<file path="src/rtl/axil_param_if.sv">
// AXI-lite-style register-bus bundle between a handshake master and the parametrised register bank.
interface axil_param_if #(
  parameter int ADDR_W = 4,
  parameter int DATA_W = 8
);
  logic              ms_awvalid;
  logic              sm_awready;
  logic [ADDR_W-1:0] SWM_awaddr;
  logic              ms_wvalid;
  logic              sm_wready;
  logic [DATA_W-1:0] SWM_wdata;
  logic              sm_bvalid;
  logic              ms_bready;
  logic [1:0]        sm_bresp;
  logic              ms_arvalid;
  logic              sm_arready;
  logic [ADDR_W-1:0] SWM_arADDR;
  logic              sm_rvalid;
  logic              ms_rready;
  logic [DATA_W-1:0] sm_rdata;
  logic [1:0]        sm_rresp;

  modport master (
    output ms_awvalid, SWM_awaddr, ms_wvalid, SWM_wdata, ms_bready,
           ms_arvalid, SWM_arADDR, ms_rready,
    input  sm_awready, sm_wready, sm_bvalid, sm_bresp,
           sm_arready, sm_rvalid, sm_rdata, sm_rresp
  );

  modport slave (
    input  ms_awvalid, SWM_awaddr, ms_wvalid, SWM_wdata, ms_bready,
           ms_arvalid, SWM_arADDR, ms_rready,
    output sm_awready, sm_wready, sm_bvalid, sm_bresp,
           sm_arready, sm_rvalid, sm_rdata, sm_rresp
  );
endinterface

</file>
<file path="src/rtl/axil_param_regbank.sv">
// Parametrised AXI-lite-style register bank with independent AW/W capture, B/R responses
// and a registered 7-segment view of one register.
module axil_param_regbank #(
  parameter int              ADDR_W    = 4,
  parameter int              DATA_W    = 8,
  parameter int              DEPTH     = 16,
  parameter int              DISP_SEL  = 0,
  parameter logic [DATA_W-1:0] RESET_VAL = '0
) (
  input  logic             clk,
  input  logic             reset,
  axil_param_if.slave      bus,
  output logic [7:0]       disp_hex_r
);

  typedef enum logic {WR_IDLE, WR_RESP} wr_state_t;
  typedef enum logic {RD_IDLE, RD_RESP} rd_state_t;

  localparam logic [1:0] RESP_OKAY   = 2'b00;
  localparam logic [1:0] RESP_SLVERR = 2'b10;

  function automatic logic [6:0] hex7seg(input logic [3:0] v);
    case (v)
      4'h0: hex7seg = 7'h3F;  4'h1: hex7seg = 7'h06;
      4'h2: hex7seg = 7'h5B;  4'h3: hex7seg = 7'h4F;
      4'h4: hex7seg = 7'h66;  4'h5: hex7seg = 7'h6D;
      4'h6: hex7seg = 7'h7D;  4'h7: hex7seg = 7'h07;
      4'h8: hex7seg = 7'h7F;  4'h9: hex7seg = 7'h6F;
      4'hA: hex7seg = 7'h77;  4'hB: hex7seg = 7'h7C;
      4'hC: hex7seg = 7'h39;  4'hD: hex7seg = 7'h5E;
      4'hE: hex7seg = 7'h79;  default: hex7seg = 7'h71;
    endcase
  endfunction

  wr_state_t         wr_state, wr_next;
  rd_state_t         rd_state, rd_next;
  logic              aw_held, w_held;
  logic [ADDR_W-1:0] aw_addr_q;
  logic [DATA_W-1:0] w_data_q;
  logic [DATA_W-1:0] regs [DEPTH];

  logic              aw_fire, w_fire, ar_fire, commit;
  logic [ADDR_W-1:0] wr_addr;
  logic [DATA_W-1:0] wr_data;
  logic              wr_mapped, rd_mapped;

  always_comb begin
    wr_next        = wr_state;
    rd_next        = rd_state;
    bus.sm_awready = !aw_held && (wr_state == WR_IDLE);
    bus.sm_wready  = !w_held && (wr_state == WR_IDLE);
    bus.sm_bvalid  = (wr_state == WR_RESP);
    bus.sm_arready = (rd_state == RD_IDLE);
    bus.sm_rvalid  = (rd_state == RD_RESP);

    aw_fire   = bus.ms_awvalid && bus.sm_awready;
    w_fire    = bus.ms_wvalid && bus.sm_wready;
    ar_fire   = bus.ms_arvalid && bus.sm_arready;
    // A held half plus its partner arriving now commits on this edge
    commit    = (aw_held || aw_fire) && (w_held || w_fire);
    wr_addr   = aw_held ? aw_addr_q : bus.SWM_awaddr;
    wr_data   = w_held ? w_data_q : bus.SWM_wdata;
    wr_mapped = 32'(wr_addr) < DEPTH;
    rd_mapped = 32'(bus.SWM_arADDR) < DEPTH;

    case (wr_state)
      WR_IDLE: if (commit) wr_next = WR_RESP;
      WR_RESP: if (bus.ms_bready) wr_next = WR_IDLE;
      default: wr_next = WR_IDLE;
    endcase
    case (rd_state)
      RD_IDLE: if (ar_fire) rd_next = RD_RESP;
      RD_RESP: if (bus.ms_rready) rd_next = RD_IDLE;
      default: rd_next = RD_IDLE;
    endcase
  end

  always_ff @(posedge clk or posedge reset) begin
    if (reset) begin
      wr_state     <= WR_IDLE;
      rd_state     <= RD_IDLE;
      aw_held      <= 1'b0;
      w_held       <= 1'b0;
      aw_addr_q    <= '0;
      w_data_q     <= '0;
      bus.sm_bresp <= RESP_OKAY;
      bus.sm_rresp <= RESP_OKAY;
      bus.sm_rdata <= '0;
      for (int i = 0; i < DEPTH; i++) regs[i] <= RESET_VAL;
      disp_hex_r   <= {|RESET_VAL[DATA_W-1:4], hex7seg(RESET_VAL[3:0])};
    end else begin
      wr_state <= wr_next;
      rd_state <= rd_next;

      if (commit) begin
        aw_held      <= 1'b0;
        w_held       <= 1'b0;
        bus.sm_bresp <= wr_mapped ? RESP_OKAY : RESP_SLVERR;
        if (wr_mapped) regs[wr_addr] <= wr_data;
      end else begin
        if (aw_fire) begin
          aw_held   <= 1'b1;
          aw_addr_q <= bus.SWM_awaddr;
        end
        if (w_fire) begin
          w_held   <= 1'b1;
          w_data_q <= bus.SWM_wdata;
        end
      end

      // Non-blocking read of regs returns the pre-edge value on a same-edge write
      if (ar_fire) begin
        bus.sm_rdata <= rd_mapped ? regs[bus.SWM_arADDR] : '0;
        bus.sm_rresp <= rd_mapped ? RESP_OKAY : RESP_SLVERR;
      end

      disp_hex_r <= {|regs[DISP_SEL][DATA_W-1:4], hex7seg(regs[DISP_SEL][3:0])};
    end
  end

endmodule
</file>
<file path="src/flat_wrapper.sv">
// flat-port wrapper written by rule: the top's interface ports become plain ports
module axil_param_regbank_flat 
#(
  parameter int              ADDR_W    = 4,
  parameter int              DATA_W    = 8,
  parameter int              DEPTH     = 16,
  parameter int              DISP_SEL  = 0,
  parameter logic [DATA_W-1:0] RESET_VAL = '0
)
  (clk, reset, disp_hex_r, bus_ms_awvalid, bus_SWM_awaddr, bus_ms_wvalid, bus_SWM_wdata, bus_ms_bready, bus_ms_arvalid, bus_SWM_arADDR, bus_ms_rready, bus_sm_awready, bus_sm_wready, bus_sm_bvalid, bus_sm_bresp, bus_sm_arready, bus_sm_rvalid, bus_sm_rdata, bus_sm_rresp);
  axil_param_if #(.ADDR_W(ADDR_W), .DATA_W(DATA_W)) bus_i ();
  input  logic clk;
  input  logic reset;
  output logic [7:0] disp_hex_r;
  input wire logic [$bits(bus_i.ms_awvalid)-1:0] bus_ms_awvalid;
  input wire logic [$bits(bus_i.SWM_awaddr)-1:0] bus_SWM_awaddr;
  input wire logic [$bits(bus_i.ms_wvalid)-1:0] bus_ms_wvalid;
  input wire logic [$bits(bus_i.SWM_wdata)-1:0] bus_SWM_wdata;
  input wire logic [$bits(bus_i.ms_bready)-1:0] bus_ms_bready;
  input wire logic [$bits(bus_i.ms_arvalid)-1:0] bus_ms_arvalid;
  input wire logic [$bits(bus_i.SWM_arADDR)-1:0] bus_SWM_arADDR;
  input wire logic [$bits(bus_i.ms_rready)-1:0] bus_ms_rready;
  output wire logic [$bits(bus_i.sm_awready)-1:0] bus_sm_awready;
  output wire logic [$bits(bus_i.sm_wready)-1:0] bus_sm_wready;
  output wire logic [$bits(bus_i.sm_bvalid)-1:0] bus_sm_bvalid;
  output wire logic [$bits(bus_i.sm_bresp)-1:0] bus_sm_bresp;
  output wire logic [$bits(bus_i.sm_arready)-1:0] bus_sm_arready;
  output wire logic [$bits(bus_i.sm_rvalid)-1:0] bus_sm_rvalid;
  output wire logic [$bits(bus_i.sm_rdata)-1:0] bus_sm_rdata;
  output wire logic [$bits(bus_i.sm_rresp)-1:0] bus_sm_rresp;
  assign bus_i.ms_awvalid = bus_ms_awvalid;
  assign bus_i.SWM_awaddr = bus_SWM_awaddr;
  assign bus_i.ms_wvalid = bus_ms_wvalid;
  assign bus_i.SWM_wdata = bus_SWM_wdata;
  assign bus_i.ms_bready = bus_ms_bready;
  assign bus_i.ms_arvalid = bus_ms_arvalid;
  assign bus_i.SWM_arADDR = bus_SWM_arADDR;
  assign bus_i.ms_rready = bus_ms_rready;
  assign bus_sm_awready = bus_i.sm_awready;
  assign bus_sm_wready = bus_i.sm_wready;
  assign bus_sm_bvalid = bus_i.sm_bvalid;
  assign bus_sm_bresp = bus_i.sm_bresp;
  assign bus_sm_arready = bus_i.sm_arready;
  assign bus_sm_rvalid = bus_i.sm_rvalid;
  assign bus_sm_rdata = bus_i.sm_rdata;
  assign bus_sm_rresp = bus_i.sm_rresp;
  axil_param_regbank #(.ADDR_W(ADDR_W), .DATA_W(DATA_W), .DEPTH(DEPTH), .DISP_SEL(DISP_SEL), .RESET_VAL(RESET_VAL)) u_core (.clk(clk), .reset(reset), .bus(bus_i), .disp_hex_r(disp_hex_r));
endmodule
</file>
<file path="config.mk">
export PLATFORM = sky130hd
export DESIGN_NAME = axil_param_regbank_flat
export DESIGN_NICKNAME = d
export VERILOG_FILES = /design/src/rtl/axil_param_if.sv /design/src/rtl/axil_param_regbank.sv /design/src/flat_wrapper.sv
export SDC_FILE = /design/constraint.sdc
export NUM_CORES = 1
export LEC_CHECK = 0
export CAP_MARGIN = 20
export CORE_MARGIN = 3
export CORE_UTILIZATION = 54
export CTS_BUF_LIST = sky130_fd_sc_hd__clkbuf_8 sky130_fd_sc_hd__clkbuf_16
export CTS_CLUSTER_SIZE = 28
export DETAILED_ROUTE_END_ITERATION = 16
export PLACE_DENSITY = 0.81
export SYNTH_ARGS = -nofsm -noshare
export SYNTH_HDL_FRONTEND = slang
export SYNTH_SLANG_ARGS = --single-unit
export TNS_END_PERCENT = 30
</file>
<file path="constraint.sdc">
create_clock -name clk -period 5.4 [get_ports clk]
set_input_delay 0.81 -clock clk [delete_from_list [all_inputs] [get_ports clk]]
set_output_delay 0.81 -clock clk [all_outputs]
set_load 0.01 [all_outputs]
</file>
Yosys cells after proc, flatten, opt, wreduce, memory -nomap -nowiden
Memories as Yosys holds them, arrays and structs flattened. A register that Yosys moved wholly into a read port is not among the register bits.
Index checks and enable logic that the tools add are counted.
W data, S select, Z words.
Storage, ports and cells
  register bits: 160
  bits of input ports: 23
  word-level logic and storage cells: 67
  output and inout port bits: 25
  memory bits (read-only): 112
  memories: 1
Memories
  (no name shown): depth 16, bits a word 7, read ports 1, clocked after memory_dff 1, wr ports 0, line axil_param_regbank.sv:23  | case (v)
Operators by class
  mux-type cells: 18
  bitwise logic cells: 5
  reductions and logical operators: 16
  $lt $le $gt $ge: 3
Operators by type and width (number)
  $bwmux W128: 1
  $bmux W8 S4: 1
  $demux W8 S4: 1
  $mux W8: 4
  $ge A5 B5 Y1 const B: 2
  $not A4 Y5: 2
  $mux W1: 8
  $logic_and A1 B1 Y1: 7
  $lt A5 B1 Y1 const B: 1
  $mux W4: 1
  $pmux W1 S2: 2
  $reduce_and A2 Y1: 2
  $reduce_bool A2 Y1: 2
  $reduce_or A4 Y1: 1
  $not A1 Y1: 3
  $logic_not A1 Y1: 2
  $logic_or A1 B1 Y1: 2

Longest topological paths before layout
Gate-level depths: netlist of the first run.
  depth in word-level cells: 7
  gate-level depth with buffers: 6
  mapped depth without buffers: 6

Least setup slack after synthesis of the first run
No wires, ideal clock.
  path type: input -> register
  start: input bus_SWM_awaddr[1]
  end: register u_core.regs[122] (netlist bit)
  required time: 5.275 ns
  setup time: 0.125 ns
  cell stages on the path: 4
  slack: 3.101 ns
  arrival time: 2.174 ns
  path buffers: 0
  path through: or3_4 a211oi_4 a21boi_4 mux2_2
Between the ends
  longest elaborated chain between the ends: 7
  elaborated cells on any way between the ends: 8
  classes of those cells: order compare (2); mux (4); bitwise (1); reduce/logical (1)
Ends and longest elaborated chain
  start: declaration: line flat_wrapper.sv:16  | input wire logic [$bits(bus_i.SWM_awaddr)-1:0] bus_SWM_awaddr;
  $mux W4 (*): line axil_param_regbank.sv:61  | wr_addr = aw_held ? aw_addr_q : bus.SWM_awaddr;
  $not A4 Y5 (not written as such) (*): line axil_param_regbank.sv:99  | if (wr_mapped) regs[wr_addr] <= wr_data;
  $ge A5 B5 Y1 (not written as such) or $lt A5 B1 Y1 (tied branches): line axil_param_regbank.sv:99
  $logic_and A1 B1 Y1 (not written as such): line axil_param_regbank.sv:99
  $mux W8 (not written as such): line axil_param_regbank.sv:99
  $demux W8 S4 (*): line axil_param_regbank.sv:99
  $bwmux W128 (*): line axil_param_regbank.sv:99
  end signal: indexed assignment: line axil_param_regbank.sv:99
  end: declaration: line axil_param_regbank.sv:40  | logic [DATA_W-1:0] regs [DEPTH];
Every way passes the cells marked *; elsewhere a longest branch is shown, timed or not.
A chain may end at the register's enable or synchronous reset.

Final worst setup path of the first run
  start: input bus_ms_awvalid
  end: register u_core.regs[127] (netlist bit)
Between the ends
  longest elaborated chain between the ends: 3
Ends and longest elaborated chain
  start: declaration: line flat_wrapper.sv:15  | input wire logic [$bits(bus_i.ms_awvalid)-1:0] bus_ms_awvalid;
  $logic_and A1 B1 Y1: line axil_param_regbank.sv:56  | aw_fire = bus.ms_awvalid && bus.sm_awready;
  $logic_or A1 B1 Y1: line axil_param_regbank.sv:60  | commit = (aw_held || aw_fire) && (w_held || w_fire);
  $logic_and A1 B1 Y1: line axil_param_regbank.sv:60
Every way passes these cells.

==> metrics.txt, run 1 <==
final setup fails 0; EDFF count, synth 0; routed length per instance 21.20 um; total grt overflow 0; DRC violations left 0; Final Skew 0.007700 ns; WS Path Type input pin to flop; clk slew on worst S/H paths 0.06 ns; initial antenna violation count 0; critical path launch point bus_ms_awvalid; die area 15,550 sq um; FP Rows 42; post-DP HPWL 11.49 mm; vias in the first global route 5,177; cts-stage hold buffer count 0; final hold viol count 0; DRT antenna net count 0; status complete, no violations; synthesized flop and latch total 160; die width 124.7 um; Relative slew margins 25.81%; Core Area 13,510 sq um; total track usage 23.09%; CTS tree yes; Primary FF master, synth dfrtp_1; Starting Density 56.35%; port bufs 43; critical path's largest stage delay 0.52 ns; RR Startpoint u_core.w_held; global-route wire length before repair 28.24 mm; power per standard cell area 555.4 nW/um^2; H-Tree Depth 4; fin crit share 49.08%; drt first-iter violations 325; Worst Hold Class flop to flop; Final Util 65.11%; final cell count without fillers 804; syn avg cell area 13.12 sq um; Syn. warnings 0; Synth area leader dfrtp_1; clock period minus worst slack 2.650 ns; CP max stage cell clkdlybuf4s50_1; Layout area overhead 15.55%; Max Cap Viol 0; synthesized cell area 7610 sq um; CTS root buf clkbuf_16; RSZ-0062 raised after global routing no; Resized Gates After CTS 0; Setup crit end kind flop; hold_sp u_core.regs[76]; setup_tns 0 ns; postcts setup bufs 0; CTS max path bufs 2; cts bufs inserted 17; total wire length 17.04 mm; Seq/Total Area, Yosys 52.71%; CTS sink count 160; Die Height 124.7 um; final-stage net count 645; asr flop ratio synth 100.0%; via count 4,842; Pins Over Slew Limit 0; most common cell after layout, fill and taps aside dfrtp_1; slew of the pin with the lowest slew margin 1.113 ns; placed insts 771; drt via density 6.022; peak supply drop 0.2454 mV; Yosys top cell area share 50.64%; Leakage 4.040 nW; I/O Pins 48; share of cells above drive strength 1 33.44%; top cells by area, synth dfrtp_1, mux2_2, mux2i_1, a22oi_1, dfstp_2; DR pass1 iterations 5; critical path cell sequence clkdlybuf4s50_1 -> o22ai_1 -> a211oi_4 -> a21boi_4 -> mux2_2; maximum number of pins on one net before global-route repair 79; post-synthesis cell type count 44; commonest non-fill, non-tap cells in the layout dfrtp_1, mux2_2, mux2i_1; CP required 5.71 ns; Fmax 0.3773 GHz; crit path DAT 2.96 ns; startpoint types input pin; RD Place Congestion 0.8766; Fin Hold WS 0.4958 ns; clock latency on the worst-skew pair 0.43 ns; Gate Count Post-Synth 580; Diodes inserted 0; CP max FO 8
[kinds of logic (layout without fill, tap and decap cells)]
group,Yosys count,after routing,share of synthesized area (%)
AO/OA/AOI/OAI,50,50,5.262
adder cells (fa/ha/maj),7,7,1.151
buffers and inverters,44,89,2.450
flip-flops,160,160,52.71
multiplexers,214,214,30.85
other,1,4,0.04928
AND/OR/NAND/NOR,104,104,7.531
[synth_stat cells, drive strengths merged (3+ instances only)]
| cell type | instances |
|---|---|
| nand3 | 18 |
| nand2b | 3 |
| nor2b | 5 |
| dfrtp | 154 |
| buf | 14 |
| nand3b | 4 |
| nor2 | 7 |
| clkbuf | 21 |
| a22oi | 26 |
| nand4 | 8 |
| nand2 | 46 |
| dfstp | 6 |
| o21ai | 8 |
| a211oi | 6 |
| or3b | 4 |
| mux2 | 148 |
| mux2i | 65 |
| inv | 9 |
| ha | 7 |
[cell type report]
cell class              instances  area [sq um]
fillers                      1002          4712
well taps                     176         220.2
multi-input cells             379          3423
flip-flops and latches        160          4011
clock buffers                  18         439.2
repair buffers                 48         469.2
clock inverters                14         191.4
inverters                       9         38.79
[per-layer routing]
metal / wire length, um / up-vias / global-route usage, %
met1: 7085 / 2504 / 29.28
met3: 788 / 38 / 4.974
met2: 8547 / 140 / 37.98
met4: 619 / 0 / 10.57
li1: - / 2160 / -
met5: 0 / - / 0
[state kept, by name, indices dropped and copies added (netlist names)]
register and cells:
u_core.w_data_q 8, u_core.bus.sm_rdata 8, u_core.bus.sm_bvalid 1, u_core.disp_hex_r 8, u_core.regs 128, u_core.aw_held 1, u_core.aw_addr_q 4, u_core.bus.sm_rvalid 1
u_core.w_held 1
[worst paths after layout]
path                                    endpoint  slack, ns  depth (start not counted)
worst min register to register   u_core.regs[76]       0.50                          1
worst max register to register  u_core.regs[127]       2.86                          4
max in group asynchronous        u_core.regs[10]       3.50                          3
worst min-delay path             u_core.regs[76]       0.50                          1
min in group asynchronous        u_core.regs[99]       0.86                          2
worst max-delay path            u_core.regs[127]       2.75                          5
[worst max-delay path: cells and delay by family]
| family | cells | cell delay, ns |
|---|---|---|
| AOI/OAI and AO/OA | 3 | 1.23 |
| buffers and inverters | 1 | 0.52 |
| muxes | 1 | 0.39 |
[where the power goes]
part | switching (mW) | total (mW) | internal (mW)
Sequential | 0.366 | 2.13 | 1.76
Combinational | 0.713 | 1.49 | 0.773
Clock | 0.488 | 1.27 | 0.784
Total | 1.57 | 4.88 | 3.32
[per-stage QoR]
step	worst slack (ns)	area, sq um	power [mW]
2_1_floorplan	0.2800	7621	3.107
3_3_place_gp	2.394	8152	3.509
3_5_place_dp	2.348	8152	3.613
4_1_cts	2.779	8782	4.900
5_1_grt	2.648	8793	5.159
6_report	2.750	8793	4.884
(Power assumes the default switching activity.)
==> run 2, diff against run 1 <==
CORE_UTILIZATION = 55   (was 54)
PLACE_DENSITY = 0.79   (was 0.81)
clock period = 2.56 ns   (was 5.4 ns; I/O delays follow)
==> metrics.txt, run 2 (same netlist as run 1, synthesis figures left out) <==
CTS root buf clkbuf_16; Max Cap Viol 0; postcts setup bufs 0; via count 4,929; Largest Register u_core.regs; flop2flop setup slack 0.24 ns; Final Skew 0.007031 ns; clock period minus worst slack 2.319 ns; final setup fails 0; cts-stage hold buffer count 0; cts bufs inserted 17; Die Height 123.6 um; CP max stage cell dfrtp_1; routed length per instance 21.31 um; die width 123.6 um; Pint 7.169 mW; critical path's largest stage delay 0.66 ns; startpoint types flop; peak supply drop 0.5619 mV; commonest non-fill, non-tap cells in the layout dfrtp_1, mux2_2, mux2i_1; clock share of power 26.1%; Leakage 4.129 nW; Setup crit end kind flop; clk slew on worst S/H paths 0.06 ns; Diodes inserted 0; fin crit share 90.59%; share of cells above drive strength 1 34.28%; DRC violations left 0; final hold viol count 0; total track usage 24.07%; initial antenna violation count 0; multi-input logic area 3423 sq um; Top Family by Delay on Critical Path flip-flops; CP bufs+invs 0; H-Tree Depth 4; drt via density 6.070; DRT antenna net count 0; total grt overflow 0; final-stage net count 656; power per standard cell area 1165 nW/um^2; post-DP HPWL 11.55 mm; critical path cell sequence or3b_2 -> a211oi_4 -> a21boi_4 -> mux2_2; # fillers 936; CP max FO 20; Starting Density 56.79%; Core Area 13,400 sq um; drt first-iter violations 419; Design Power 10.42 mW; slew of the pin with the lowest slew margin 1.083 ns; Fin Hold WS 0.2470 ns; maximum number of pins on one net before global-route repair 69; CP required 2.87 ns; CTS tree yes; status complete, no violations; Worst Hold Class input pin to asynchronous set/reset pin; combinational group share of total power 30.9%; Layout area overhead 17.48%; clock latency on the worst-skew pair 0.43 ns; max reg flops 128; register area 4011 sq um; CTS max path bufs 2; Fmax 0.4312 GHz; die area 15,280 sq um; global-route wire length before repair 27.33 mm; FP Rows 42; crit path DAT 2.63 ns; Resized Gates After CTS 0; WS Path Type flop to flop; CTS sink count 160; vias in the first global route 4,959; RSZ-0062 raised after global routing no; RD Place Congestion 0.8696; share of power burned in registers 42.9%; most common cell after layout, fill and taps aside dfrtp_1; Pins Over Slew Limit 0; I/O Pins 48; setup_tns 0 ns; total wire length 17.31 mm; port bufs 43; DR pass1 iterations 5; switch share 31.17%; Relative slew margins 27.50%; Switching Power 3.246 mW
[run 2: layout make-up]
class	instances	share of cell area, %
Clock buffer	23	5.682
Clock inverter	6	1.442
Inverter	9	0.4199
Multi-Input combinational cell	379	38.29
Sequential cell	160	44.87
Tap cell	176	2.463
Timing Repair Buffer	59	6.830
[run 2: layer usage]
layer / vias up / share of wire (%) / global-route usage, %
li1: 2181 / - / -
met1: 2567 / 42 / 31.29
met4: 0 / 2.3 / 9.066
met3: 36 / 4.3 / 4.587
met2: 145 / 51 / 40.22
met5: - / 0 / 0
[run 2: final timing paths]
kind | start | end | depth (start not counted)
setup reg to reg | u_core.aw_held | u_core.regs[122] | 4
hold / removal | reset | u_core.disp_hex_r[6] | 2
hold reg to reg | u_core.regs[79] | u_core.regs[79] | 1
max in group asynchronous | reset | u_core.regs[54] | 3
setup / recovery | u_core.aw_held | u_core.regs[122] | 4
min in group clk | u_core.regs[79] | u_core.regs[79] | 1
[run 2: per-stage QoR]
stage,std cells,utilization [%],cell area (sq um),worst slack [ns]
after floorplan,583,-,7625,0.1521
after global placement,783,61.96,8303,0.1000
after detailed placement,783,61.96,8303,0.06264
after CTS,812,66.71,8940,0.2611
after global routing,812,66.71,8940,0.1426
final,812,66.71,8940,0.2410
[run 2: worst register-to-register path, delay by kind of cell (launching register included)]
| kind | cells | cell delay (ns) |
|---|---|---|
| DFF | 1 | 0.66 |
| AOI/OAI and AO/OA | 2 | 0.64 |
| muxes | 1 | 0.39 |
| and+or+nand+nor | 1 | 0.52 |
[run 2: power groups by stage]
stage          Clock [mW]  Combinational, mW  Sequential [mW]
4_1_cts              2.74               3.25             4.45
2_1_floorplan           0               2.31             4.24
3_5_place_dp            0               3.21             4.47
6_report             2.72               3.22             4.47
3_3_place_gp            0               3.10             4.38
5_1_grt              2.85               3.50             4.61
==> run 3, diff against run 2 <==
CORE_MARGIN = 4   (was 3)
==> metrics.txt, run 3 (same netlist as run 1, synthesis figures left out) <==
status complete, no violations; drt first-iter violations 392; Relative slew margins 56.12%; power per standard cell area 1131 nW/um^2; CTS root buf clkbuf_16; cts-stage hold buffer count 0; RD Place Congestion 0.8279; post-DP HPWL 11.30 mm; final setup fails 0; RR Endpoint u_core.regs[127]; clock latency on the worst-skew pair 0.42 ns; initial antenna violation count 0; cts bufs inserted 17; Fmax 0.4308 GHz; fin crit share 90.67%; final-stage net count 656; vias in the first global route 5,221; startpoint types flop; CP max FO 20; commonest non-fill, non-tap cells in the layout dfrtp_1, mux2_2, mux2i_1; maximum number of pins on one net before global-route repair 88; RSZ-0062 raised after global routing no; CTS tree yes; postcts setup bufs 0; clock period minus worst slack 2.321 ns; R2R depth 4; Resized Gates After CTS 0; slew of the pin with the lowest slew margin 0.6558 ns; Starting Density 56.79%; die area 15,780 sq um; Worst Hold Class input pin to asynchronous set/reset pin; die width 125.6 um; CP required 2.87 ns; total wire length 17.20 mm; RR Startpoint u_core.aw_held; total track usage 22.89%; peak supply drop 0.5105 mV; final hold viol count 0; CTS max path bufs 2; routed length per instance 21.16 um; H-Tree Depth 4; Die Height 125.6 um; DR pass1 iterations 7; max reg flops 128; global-route wire length before repair 28.14 mm; crit path DAT 2.63 ns; most common cell after layout, fill and taps aside dfrtp_1; Leakage 4.075 nW; Largest Register u_core.regs; port bufs 43; Diodes inserted 0; CTS sink count 160; DRT antenna net count 0; setup_tns 0 ns; Setup crit end kind flop; share of cells above drive strength 1 34.07%; total grt overflow 0; flop2flop setup slack 0.24 ns; drt via density 5.951; Layout area overhead 15.82%; DRC violations left 0; Core Area 13,400 sq um; clk slew on worst S/H paths 0.06 ns; Max Cap Viol 0; FP Rows 42; Final Skew 0.005857 ns; Final Util 65.77%; Pins Over Slew Limit 0; WS Path Type flop to flop; I/O Pins 48; via count 4,838
[run 3: changes by cell type in the layout (fill, tap and decap cells not counted), sizes merged]
cell and change:
bufinv -4, clkinv +2, clkinvlp +2, inv +2, clkbuf -1
[run 3: layer usage]
layer / routed length (um) / global-route usage, % / part of all wire [%] / vias to the layer above
met5: 0 / 0 / 0 / -
met1: 7324 / 28.91 / 43 / 2509
met2: 8857 / 39.30 / 51 / 120
li1: - / - / - / 2179
met3: 623 / 4.318 / 3.6 / 30
met4: 396 / 8.737 / 2.3 / 0
[run 3: per-stage QoR]
step	hold WS (ns)	std cells	cell area [sq um]	total power, mW	worst slack, ns
floorplan	0.4522	583	7625	6.554	0.1521
global placement	0.4718	782	8270	7.454	0.1035
detailed placement	0.4809	782	8270	7.673	0.09755
CTS	0.4886	812	8806	9.985	0.2456
global route	0.5003	813	8813	10.52	0.1213
finish	0.4615	813	8813	9.967	0.2389
[run 3: worst max path at each step]
stage	startpoint	to	slack, ns	cells past startpoint
floorplan	reset	u_core.aw_addr_q[0]	0.15	1
global placement	bus_SWM_awaddr[1]	u_core.regs[76]	0.10	6
detailed placement	bus_SWM_awaddr[1]	u_core.regs[76]	0.1	6
CTS	u_core.aw_held	u_core.regs[127]	0.25	4
global route	u_core.aw_held	u_core.regs[127]	0.12	4
finish	u_core.aw_held	u_core.regs[127]	0.24	4
[run 3: layout make-up]
cell class | instances | area, sq um
Sequential cell | 160 | 4011
Clock inverter | 8 | 41.29
Fill cell | 1003 | 4587
Inverter | 9 | 37.54
Tap cell | 176 | 220.2
Clock buffer | 22 | 494.2
Timing Repair Buffer | 59 | 585.6
Multi-Input combinational cell | 379 | 3423
[run 3: power breakdown]
group	switching, mW	internal [mW]
clock network	0.966	1.34
logic	1.53	1.68
registers	0.736	3.71
[run 3: worst max-delay path, cell delays in order, from the launching register on]
cell and delay, ns:
dfrtp_1 0.65, or3b_2 0.52, a211oi_4 0.25, a21boi_4 0.39
mux2_2 0.38
